**config.mk**
```make
export PLATFORM = sky130hd
export DESIGN_NAME = trng_ctrl_flat
export DESIGN_NICKNAME = d
export VERILOG_FILES = /design/src/rtl/trng_ctrl_if.sv /design/src/rtl/trng_ctrl.sv /design/src/flat_wrapper.sv
export SDC_FILE = /design/constraint.sdc
export NUM_CORES = 1
export LEC_CHECK = 0
export CORE_MARGIN = 3
export CORE_UTILIZATION = 41
export CTS_CLUSTER_SIZE = 10
export DETAILED_ROUTE_END_ITERATION = 7
export PLACE_DENSITY = 0.73
export SLEW_MARGIN = 20
export SYNTH_ARGS = -nofsm -noshare
export SYNTH_HDL_FRONTEND = slang
export SYNTH_SLANG_ARGS = --single-unit
```
**constraint.sdc**
```tcl
create_clock -name clock -period 1.8 [get_ports clock]
set_input_delay 0.18 -clock clock [delete_from_list [all_inputs] [get_ports clock]]
set_output_delay 0.18 -clock clock [all_outputs]
set_load 0.005 [all_outputs]
```
**src/rtl/trng_ctrl_if.sv**
```systemverilog
// trng_ctrl_if: control, entropy-bank and random-word handshake signals of
// the TRNG sequencer. The master modport is the sequencer's view; the slave
// modport is the view of whatever drives it and consumes its words.
interface trng_ctrl_if #(
    parameter int WORD_WIDTH = 8
) ();
    logic                  start;
    logic                  stop;
    logic                  ro_enable;
    logic                  ro_bit;
    logic [WORD_WIDTH-1:0] rnd_data;
    logic                  rnd_valid;
    logic                  rnd_ready;
    logic                  busy;
    logic                  health_fail;

    modport master (
        input  start, stop, ro_bit, rnd_ready,
        output ro_enable, rnd_data, rnd_valid, busy, health_fail
    );

    modport slave (
        output start, stop, ro_bit, rnd_ready,
        input  ro_enable, rnd_data, rnd_valid, busy, health_fail
    );
endinterface

```
**src/rtl/trng_ctrl.sv**
```systemverilog
// trng_ctrl: sequencer for a ring-oscillator entropy bank.
// Enables the bank, waits out a warm-up interval, decimates the combined
// bit stream into WORD_WIDTH-bit words, hands them out over valid/ready and
// runs a repetition-count health test whose failure is sticky until reset.
// Optional build macro TRNG_CTRL_VON_NEUMANN_EN: raw samples are debiased in
// pairs (10 -> 1, 01 -> 0, 00/11 dropped); the health test still sees every
// raw sample.
module trng_ctrl #(
    parameter int WORD_WIDTH    = 8,
    parameter int SAMPLE_DIV    = 4,
    parameter int WARMUP_CYCLES = 16,
    parameter int REP_LIMIT     = 32
) (
    input  logic        clock,
    input  logic        reset,
    trng_ctrl_if.master bus
);
    localparam int DIV_W  = (SAMPLE_DIV > 1) ? $clog2(SAMPLE_DIV) : 1;
    localparam int WARM_W = (WARMUP_CYCLES > 1) ? $clog2(WARMUP_CYCLES) + 1 : 1;
    localparam int BIT_W  = $clog2(WORD_WIDTH) + 1;
    localparam int REP_W  = $clog2(REP_LIMIT) + 1;

    typedef enum logic [2:0] {
        ST_IDLE    = 3'd0,
        ST_WARMUP  = 3'd1,
        ST_COLLECT = 3'd2,
        ST_HOLD    = 3'd3,
        ST_FAIL    = 3'd4
    } state_t;

    state_t                state_r;
    state_t                state_s;
    logic [WARM_W-1:0]     warm_cnt_r;
    logic [DIV_W-1:0]      div_r;
    logic [BIT_W-1:0]      bit_cnt_r;
    logic [WORD_WIDTH-1:0] shreg_r;
    logic [REP_W-1:0]      rep_cnt_r;
    logic                  last_r;
    logic                  last_valid_r;
    logic                  stop_pending_r;
    logic                  ro_enable_r;
    logic                  rnd_valid_r;
    logic                  busy_r;
    logic                  health_fail_r;
    logic [WORD_WIDTH-1:0] rnd_data_r;

    logic                  sample_s;
    logic                  accept_s;
    logic                  acc_bit_s;
    logic                  word_done_s;
    logic [WORD_WIDTH-1:0] word_s;
    logic [REP_W-1:0]      rep_next_s;
    logic                  fail_s;
    logic                  enter_collect_s;
    logic                  enter_from_warm_s;
    logic                  active_s;

`ifdef TRNG_CTRL_VON_NEUMANN_EN
    logic pair_full_r;
    logic pair_first_r;
`endif

    // Next-state, sampling strobes and health-test decision
    always_comb begin
        state_s           = state_r;
        sample_s          = 1'b0;
        accept_s          = 1'b0;
        acc_bit_s         = 1'b0;
        word_done_s       = 1'b0;
        word_s            = shreg_r;
        rep_next_s        = rep_cnt_r;
        fail_s            = 1'b0;
        enter_collect_s   = 1'b0;
        enter_from_warm_s = 1'b0;
        active_s          = 1'b0;

        sample_s = (state_r == ST_COLLECT) && (div_r == DIV_W'(SAMPLE_DIV - 1));

        // A new run starts on the first sample after warm-up or on a change.
        if (!last_valid_r || (bus.ro_bit != last_r)) begin
            rep_next_s = REP_W'(1);
        end else if (rep_cnt_r == {REP_W{1'b1}}) begin
            rep_next_s = rep_cnt_r;
        end else begin
            rep_next_s = rep_cnt_r + REP_W'(1);
        end
        fail_s = sample_s && (rep_next_s == REP_W'(REP_LIMIT));

`ifdef TRNG_CTRL_VON_NEUMANN_EN
        accept_s  = sample_s && pair_full_r && (pair_first_r != bus.ro_bit);
        acc_bit_s = pair_first_r;
`else
        accept_s  = sample_s;
        acc_bit_s = bus.ro_bit;
`endif
        word_s      = {shreg_r[WORD_WIDTH-2:0], acc_bit_s};
        word_done_s = accept_s && (bit_cnt_r == BIT_W'(WORD_WIDTH - 1));

        case (state_r)
            ST_IDLE: begin
                if (bus.start && !bus.stop) begin
                    state_s = ST_WARMUP;
                end else begin
                    state_s = ST_IDLE;
                end
            end
            ST_WARMUP: begin
                if (bus.stop) begin
                    state_s = ST_IDLE;
                end else if (warm_cnt_r == WARM_W'(0)) begin
                    state_s = ST_COLLECT;
                end else begin
                    state_s = ST_WARMUP;
                end
            end
            ST_COLLECT: begin
                // A health failure takes precedence over stop and word completion.
                if (fail_s) begin
                    state_s = ST_FAIL;
                end else if (bus.stop) begin
                    state_s = ST_IDLE;
                end else if (word_done_s) begin
                    state_s = ST_HOLD;
                end else begin
                    state_s = ST_COLLECT;
                end
            end
            ST_HOLD: begin
                if (bus.rnd_ready) begin
                    if (stop_pending_r || bus.stop) begin
                        state_s = ST_IDLE;
                    end else begin
                        state_s = ST_COLLECT;
                    end
                end else begin
                    state_s = ST_HOLD;
                end
            end
            ST_FAIL: begin
                state_s = ST_FAIL;
            end
            default: begin
                state_s = ST_FAIL;
            end
        endcase

        enter_collect_s   = (state_s == ST_COLLECT) && (state_r != ST_COLLECT);
        enter_from_warm_s = (state_s == ST_COLLECT) && (state_r == ST_WARMUP);

        case (state_s)
            ST_WARMUP, ST_COLLECT, ST_HOLD: active_s = 1'b1;
            default:                        active_s = 1'b0;
        endcase
    end

    // State register
    always_ff @(posedge clock or posedge reset) begin
        if (reset) begin
            state_r <= ST_IDLE;
        end else begin
            state_r <= state_s;
        end
    end

    // Warm-up countdown, sample divider and accepted-bit counter
    always_ff @(posedge clock or posedge reset) begin
        if (reset) begin
            warm_cnt_r <= WARM_W'(0);
            div_r      <= DIV_W'(0);
            bit_cnt_r  <= BIT_W'(0);
            shreg_r    <= {WORD_WIDTH{1'b0}};
        end else begin
            if ((state_r == ST_IDLE) && (state_s == ST_WARMUP)) begin
                warm_cnt_r <= WARM_W'(WARMUP_CYCLES - 1);
            end else if ((state_r == ST_WARMUP) && (warm_cnt_r != WARM_W'(0))) begin
                warm_cnt_r <= warm_cnt_r - WARM_W'(1);
            end

            if (enter_collect_s) begin
                div_r     <= DIV_W'(0);
                bit_cnt_r <= BIT_W'(0);
                shreg_r   <= {WORD_WIDTH{1'b0}};
            end else if (state_r == ST_COLLECT) begin
                if (sample_s) begin
                    div_r <= DIV_W'(0);
                end else begin
                    div_r <= div_r + DIV_W'(1);
                end
                if (accept_s) begin
                    shreg_r <= word_s;
                    if (word_done_s) begin
                        bit_cnt_r <= BIT_W'(0);
                    end else begin
                        bit_cnt_r <= bit_cnt_r + BIT_W'(1);
                    end
                end
            end
        end
    end

    // Repetition-count health test state; frozen outside COLLECT
    always_ff @(posedge clock or posedge reset) begin
        if (reset) begin
            rep_cnt_r    <= REP_W'(0);
            last_r       <= 1'b0;
            last_valid_r <= 1'b0;
        end else if (enter_from_warm_s) begin
            rep_cnt_r    <= REP_W'(1);
            last_valid_r <= 1'b0;
        end else if (sample_s) begin
            rep_cnt_r    <= rep_next_s;
            last_r       <= bus.ro_bit;
            last_valid_r <= 1'b1;
        end
    end

`ifdef TRNG_CTRL_VON_NEUMANN_EN
    // Von Neumann pair register: holds the first raw sample of each pair
    always_ff @(posedge clock or posedge reset) begin
        if (reset) begin
            pair_full_r  <= 1'b0;
            pair_first_r <= 1'b0;
        end else if (enter_collect_s) begin
            pair_full_r  <= 1'b0;
            pair_first_r <= 1'b0;
        end else if (sample_s) begin
            pair_full_r <= ~pair_full_r;
            if (!pair_full_r) begin
                pair_first_r <= bus.ro_bit;
            end
        end
    end
`endif

    // A stop seen while holding a word is remembered until the word is taken
    always_ff @(posedge clock or posedge reset) begin
        if (reset) begin
            stop_pending_r <= 1'b0;
        end else if (state_s == ST_IDLE) begin
            stop_pending_r <= 1'b0;
        end else if ((state_r == ST_HOLD) && bus.stop) begin
            stop_pending_r <= 1'b1;
        end
    end

    // Registered outputs derived from the state being entered
    always_ff @(posedge clock or posedge reset) begin
        if (reset) begin
            ro_enable_r   <= 1'b0;
            busy_r        <= 1'b0;
            rnd_valid_r   <= 1'b0;
            health_fail_r <= 1'b0;
            rnd_data_r    <= {WORD_WIDTH{1'b0}};
        end else begin
            ro_enable_r   <= active_s;
            busy_r        <= active_s;
            rnd_valid_r   <= (state_s == ST_HOLD);
            health_fail_r <= (state_s == ST_FAIL);
            if ((state_r == ST_COLLECT) && (state_s == ST_HOLD)) begin
                rnd_data_r <= word_s;
            end
        end
    end

    assign bus.ro_enable   = ro_enable_r;
    assign bus.busy        = busy_r;
    assign bus.rnd_valid   = rnd_valid_r;
    assign bus.health_fail = health_fail_r;
    assign bus.rnd_data    = rnd_data_r;
endmodule

```
**src/flat_wrapper.sv**
```systemverilog
// flat-port wrapper written by rule: the top's interface ports become plain ports
module trng_ctrl_flat 
#(
    parameter int WORD_WIDTH    = 8,
    parameter int SAMPLE_DIV    = 4,
    parameter int WARMUP_CYCLES = 16,
    parameter int REP_LIMIT     = 32
)
  (clock, reset, bus_start, bus_stop, bus_ro_bit, bus_rnd_ready, bus_ro_enable, bus_rnd_data, bus_rnd_valid, bus_busy, bus_health_fail);
  trng_ctrl_if #(.WORD_WIDTH(WORD_WIDTH)) bus_i ();
  input  logic clock;
  input  logic reset;
  input wire logic [$bits(bus_i.start)-1:0] bus_start;
  input wire logic [$bits(bus_i.stop)-1:0] bus_stop;
  input wire logic [$bits(bus_i.ro_bit)-1:0] bus_ro_bit;
  input wire logic [$bits(bus_i.rnd_ready)-1:0] bus_rnd_ready;
  output wire logic [$bits(bus_i.ro_enable)-1:0] bus_ro_enable;
  output wire logic [$bits(bus_i.rnd_data)-1:0] bus_rnd_data;
  output wire logic [$bits(bus_i.rnd_valid)-1:0] bus_rnd_valid;
  output wire logic [$bits(bus_i.busy)-1:0] bus_busy;
  output wire logic [$bits(bus_i.health_fail)-1:0] bus_health_fail;
  assign bus_i.start = bus_start;
  assign bus_i.stop = bus_stop;
  assign bus_i.ro_bit = bus_ro_bit;
  assign bus_i.rnd_ready = bus_rnd_ready;
  assign bus_ro_enable = bus_i.ro_enable;
  assign bus_rnd_data = bus_i.rnd_data;
  assign bus_rnd_valid = bus_i.rnd_valid;
  assign bus_busy = bus_i.busy;
  assign bus_health_fail = bus_i.health_fail;
  trng_ctrl #(.WORD_WIDTH(WORD_WIDTH), .SAMPLE_DIV(SAMPLE_DIV), .WARMUP_CYCLES(WARMUP_CYCLES), .REP_LIMIT(REP_LIMIT)) u_core (.clock(clock), .reset(reset), .bus(bus_i));
endmodule
```
* Yosys cells after proc, flatten, opt, wreduce, memory -nomap -nowiden
Cells that the tools add are included.
Cells by class: add/subtract/negate cells 4, multiply operators 0, div/mod/pow operators 0, magnitude comparators 0, equal/unequal tests 13, shifts and indexed selects 0, muxes and demuxes 30, bitwise logic cells 1, reductions and logical operators 26
Operators with widths (number):
- 6-bit two-way mux | 4
- 7-bit two-way mux | 3
- 4-bit two-way mux | 4
- 3-bit by 2-bit == test with 1-bit output, second input constant | 4
- 6-bit == test, second input constant | 2
- 2-bit two-way mux | 6
- 3-bit case mux with 4 select lines | 1
- 1-bit logical AND | 10
- 5-bit two-way mux | 2
- 2-bit nonzero test | 5
- 3-bit two-way mux | 3
- 1-bit two-way mux | 7
- 6-bit by 1-bit adder with 6-bit output, second input constant | 1
- 3-bit by 1-bit == test with 1-bit output, second input constant | 2
- 3-bit zero test | 2
- 5-bit zero test | 1
- 5-bit nonzero test | 1
- 5-bit by 1-bit subtractor with 5-bit output, second input constant | 1
- 4-bit by 1-bit adder with 4-bit output, second input constant | 1
- 4-bit by 3-bit == test with 1-bit output, second input constant | 1
- 2-bit AND reduction | 2
- 3-bit == test, second input constant | 1
- 3-bit by 2-bit != test with 1-bit output, second input constant | 1
- 3-bit OR reduction | 1
- other kinds (6) | 8
Word-level totals: register bits 41, latch bits 0, memory bits (writable) 0, memory bits (read-only) 0, output and inout bits 12, word-level logic and storage cells 87, memories kept 0

* Longest topological paths before layout
depth in word-level cells 11, mapped depth 7, mapped depth without buffers 7

* Worst setup path after synthesis
OpenSTA, ideal clock, no wires.
path type reg2reg, start point register u_core.rep_cnt_r[0], end point register u_core.rnd_data_r[0] (netlist: u_core.bus.rnd_data[0]), arrival 1.791 ns, setup slack -0.116 ns, stages on the path, launching flop included 8, clock period less this slack 1.916 ns, cell sequence dfrtp_1 ha_1 nand2b_1 a21oi_1 o221ai_1 o31a_1 buf_6 mux2_4
On the way: cells in the longest elaborated chain, start to end 9
Ends and longest elaborated chain:
- from (decl) | line trng_ctrl.sv:37 | logic [REP_W-1:0] rep_cnt_r;
- from (signal assigned) | line trng_ctrl.sv:211 | rep_cnt_r <= rep_next_s;
- 6-bit by 1-bit adder with 6-bit output / 6-bit == test (equally long branches) | line trng_ctrl.sv:85, trng_ctrl.sv:82
- 6-bit two-way mux (*) | line trng_ctrl.sv:82 | end else if (rep_cnt_r == {REP_W{1'b1}}) begin
- 6-bit two-way mux (*) | line trng_ctrl.sv:80 | if (!last_valid_r || (bus.ro_bit != last_r)) begin
- 6-bit == test (*) | line trng_ctrl.sv:87 | fail_s = sample_s && (rep_next_s == REP_W'(REP_LIMIT));
- 1-bit logical AND (*) | line trng_ctrl.sv:87
- 3-bit two-way mux (*) | line trng_ctrl.sv:118 | if (fail_s) begin
- 3-bit case mux with 4 select lines (*) | line trng_ctrl.sv:99 | case (state_r)
- 3-bit by 2-bit == test with 1-bit output (*) | line trng_ctrl.sv:259 | if ((state_r == ST_COLLECT) && (state_s == ST_HOLD)) begin
- 1-bit logical AND (*) | line trng_ctrl.sv:259
- to (signal assigned) | line trng_ctrl.sv:253 | rnd_data_r <= {WORD_WIDTH{1'b0}};
- to (signal assigned) | line trng_ctrl.sv:260 | rnd_data_r <= word_s;
- to (decl) | line trng_ctrl.sv:45 | logic [WORD_WIDTH-1:0] rnd_data_r;
Every way passes the cells marked *; elsewhere a longest branch is shown, timed or not. A chain may end at the register's enable or synchronous reset.

* Worst setup path after layout
start point register u_core.warm_cnt_r[0], end point register u_core.rep_cnt_r[1]
On the way: cells in the longest elaborated chain, start to end 7
Ends and longest elaborated chain:
- from (decl) | line trng_ctrl.sv:33 | logic [WARM_W-1:0] warm_cnt_r;
- from (signal assigned) | line trng_ctrl.sv:174 | warm_cnt_r <= WARM_W'(WARMUP_CYCLES - 1);
- from (signal assigned) | line trng_ctrl.sv:176 | warm_cnt_r <= warm_cnt_r - WARM_W'(1);
- 5-bit zero test (*) | line trng_ctrl.sv:110 | end else if (warm_cnt_r == WARM_W'(0)) begin
- 2-bit two-way mux (*) | line trng_ctrl.sv:110
- 3-bit two-way mux (*) | line trng_ctrl.sv:108 | if (bus.stop) begin
- 3-bit case mux with 4 select lines (*) | line trng_ctrl.sv:99
- 3-bit by 2-bit == test with 1-bit output (*) | line trng_ctrl.sv:148 | enter_from_warm_s = (state_s == ST_COLLECT) && (state_r == ST_WARMUP);
- 1-bit logical AND (*) | line trng_ctrl.sv:148
- 6-bit two-way mux / 2-bit nonzero test (equally long branches)
Marks and branches as above.

==> metrics.yaml <==
synthSimpleGateAreaFrac: 0.211
dr.pass1.iters: 4
hold_violations: 0
dp_cells: 312
dp_hpwl_um: 3020
coreArea_sq_mm: 0.00475
grt_pass1_wl_um: 7700
htreeDepth: 2
synth.area.top_cells: "dfrtp_1 50%, mux2_4 5.9%, nand2_1 5.9%, a21oi_1 4.2%, nor2_1 3.3%"
synth_top_flop_cell: "dfrtp_1"
n_antenna_cell: 0
totalNegativeSetupSlack_ps: -2920
period_needed_ps: 1950
synth-xor-area-share: 0.0258
antenna_found_initial: 0
grtUsageTotal: 0.163
root_buffer: "clkbuf_8"
crit_fanout: 3
synthMuxAreaShare: 0.0689
die_y_um: 76.4
clk_latency_ps: 290
cap_violations: 0
synth_edf_count: 0
cts_tree: "built"
worst_slack_ps: -148
io_pins: 18
cts.path.max_buffers: 2
numCtsBuffers: 5
fin_util: 0.594
drc_errors: 0
layout.nets: 269
wirelength_um: 4530
outcome: "finished, violations left"
area_growth_pct: 38.9
die_area_sq_mm: 0.00584
ir_worst_vdd_mv: 0.599
syn_inst: 201
worstMarginPinSlew_ps: 524
start_util: 0.428
synth_top_area_share: 0.504
synthArstFlopShare: 1.00
violations: "setup timing"
fin_cells: 327
drive_above_1_share: 0.373
final_area_sq_mm: 0.00283
die_w_um: 76.4
synth_compound_area_frac: 0.128
first_iter_violations: 136
rsz0062_at_grt: "true"
cts_hold_buf: 0
row_count: 25
via_count: 1659
yosysWarnings: 0
skew_ps: 6.01
synthDistinctLibCells: 44
path_clk_slew_ps: 80
numClockSinks: 41
port_buffers: 17
power_density_mw_per_mm2: 732
grt_pass1_vias: 1676
clock.fmax_mhz: 513
cp-start-kind: "flip-flop"
arrival_ps: 2130
drt-vias-per-instance: 5.07
yosysTopAreaCell: "dfrtp_1"
synth_area_sq_mm: 0.00203
synth_nets: 211
gp_congestion: 0.822
timing.final.crit_share: 1.08
ys_ff_latch: 41
routedWlPerCell_um: 13.8
total_power_mw: 2.07
synth_fa_ha_area_frac: 0.0246
setup_violations: 26
worstHoldPathType: "input pin to asynchronous set/reset pin"
antenna_left: 0
endpoint_kind: "flip-flop"
max-slew-margin-rel: 0.651
dp_slack_ps: -174
grt_max_degree: 42
drv_slew: 0
grt_overflow: 0
critPathRequiredTime_ps: 1990
crit_type: "flip-flop to flip-flop"
synth_top_family_by_area: "simple AND/OR/NAND/NOR gates"
seq_area_frac_synth: 0.504
hold_slack_ps: 314
leakage_nw: 1.23
avgSynthCellArea_sq_um: 10.1
placed_area_sq_mm: 0.00255
## state kept, by name, indices dropped and copies added (netlist names), 2 cells and up
signal               flops
u_core.bit_cnt_r         4
u_core.rep_cnt_r         6
u_core.bus.rnd_data      8
u_core.warm_cnt_r        5
u_core.shreg_r           7
u_core.div_r             2
u_core.state_r           3
## routing by layer
metal	up-vias	track usage	share of wire
met1	807	0.212	0.48
li1	817	-	-
met2	29	0.272	0.48
met5	-	0	0
met3	6	0.0378	0.028
met4	0	0.0435	0.012
## report_power, final
part / internal, mW / leakage [nW] / switching (mW)
combinational: 0.247 / 0.712 / 0.188
clock: 0.269 / 0.0450 / 0.311
sequential: 0.997 / 0.472 / 0.0557
## synthesized netlist by cell type (all sizes together) (3+ instances only)
master,number
a21oi,18
a31oi,3
buf,5
clkbuf,3
dfrtp,41
ha,4
inv,6
mux2,8
nand2,32
nand2b,5
nand3,8
nand3b,3
nor2,18
nor3,3
o21ai,9
or2,3
xnor2,3
xor2,3
## logic make-up (layout without fill, tap and decap cells)
family / after synthesis / after routing
multiplexers: 10 / 10
AND/OR/NAND/NOR: 84 / 84
adder cells (fa/ha/maj): 4 / 4
flip-flops: 41 / 41
AO/OA/AOI/OAI: 42 / 42
buffers and inverters: 14 / 73
XOR/XNOR: 6 / 6
## final cells by class
type / count / area [sq um]
Clock inverter: 2 / 10.0
Tap cell: 67 / 83.8
Timing Repair Buffer: 59 / 543
Fill cell: 403 / 1930
Inverter: 6 / 22.5
Multi-Input combinational cell: 146 / 1070
Sequential cell: 41 / 1030
Clock buffer: 6 / 72.6
## path summary, 6_finish.rpt
kind	cells after the start	startpoint	to	slack [ps]
worst min register to register	1	u_core.shreg_r[6]$_DFFE_PP0P_	u_core.bus.rnd_data[7]$_DFFE_PP0P_	510
min in group clock	2	bus_rnd_ready	u_core.bus.rnd_valid$_DFF_PP0_	500
worst min-delay path	3	reset	u_core.warm_cnt_r[3]$_DFFE_PP0P_	310
worst max-delay path	8	u_core.warm_cnt_r[0]$_DFFE_PP0P_	u_core.rep_cnt_r[1]$_DFFE_PP0P_	-150
worst max register to register	8	u_core.warm_cnt_r[0]$_DFFE_PP0P_	u_core.rep_cnt_r[1]$_DFFE_PP0P_	-150
max in group asynchronous	3	reset	u_core.shreg_r[5]$_DFFE_PP0P_	1130
## timing repair
item                                    in CTS  in global routing
resized for setup                           22                 14
buffers inserted                             3                  5
cloned                                       1                  0
pin swaps                                    5                  3
endpoints found under the setup margin      24                 33
## placed cells by master (no fill, tap or decap), types with 5 or more instances in the layout
cell type / n
nor2_1: 14
a21oi_2: 9
mux2_4: 8
nand3_1: 6
clkdlybuf4s50_1: 17
a21oi_1: 8
dfrtp_1: 41
nand2_1: 29
buf_4: 35
clkbuf_8: 5
## critical path, stage by stage (launching register included)
cell      delay (ps)
dfrtp_1          390
inv_2             80
ha_4             120
or4b_4           450
nand3b_1         270
buf_6            190
nand2_4           60
o21ai_2           60
a32o_1           210
(Power assumes the default switching activity.)
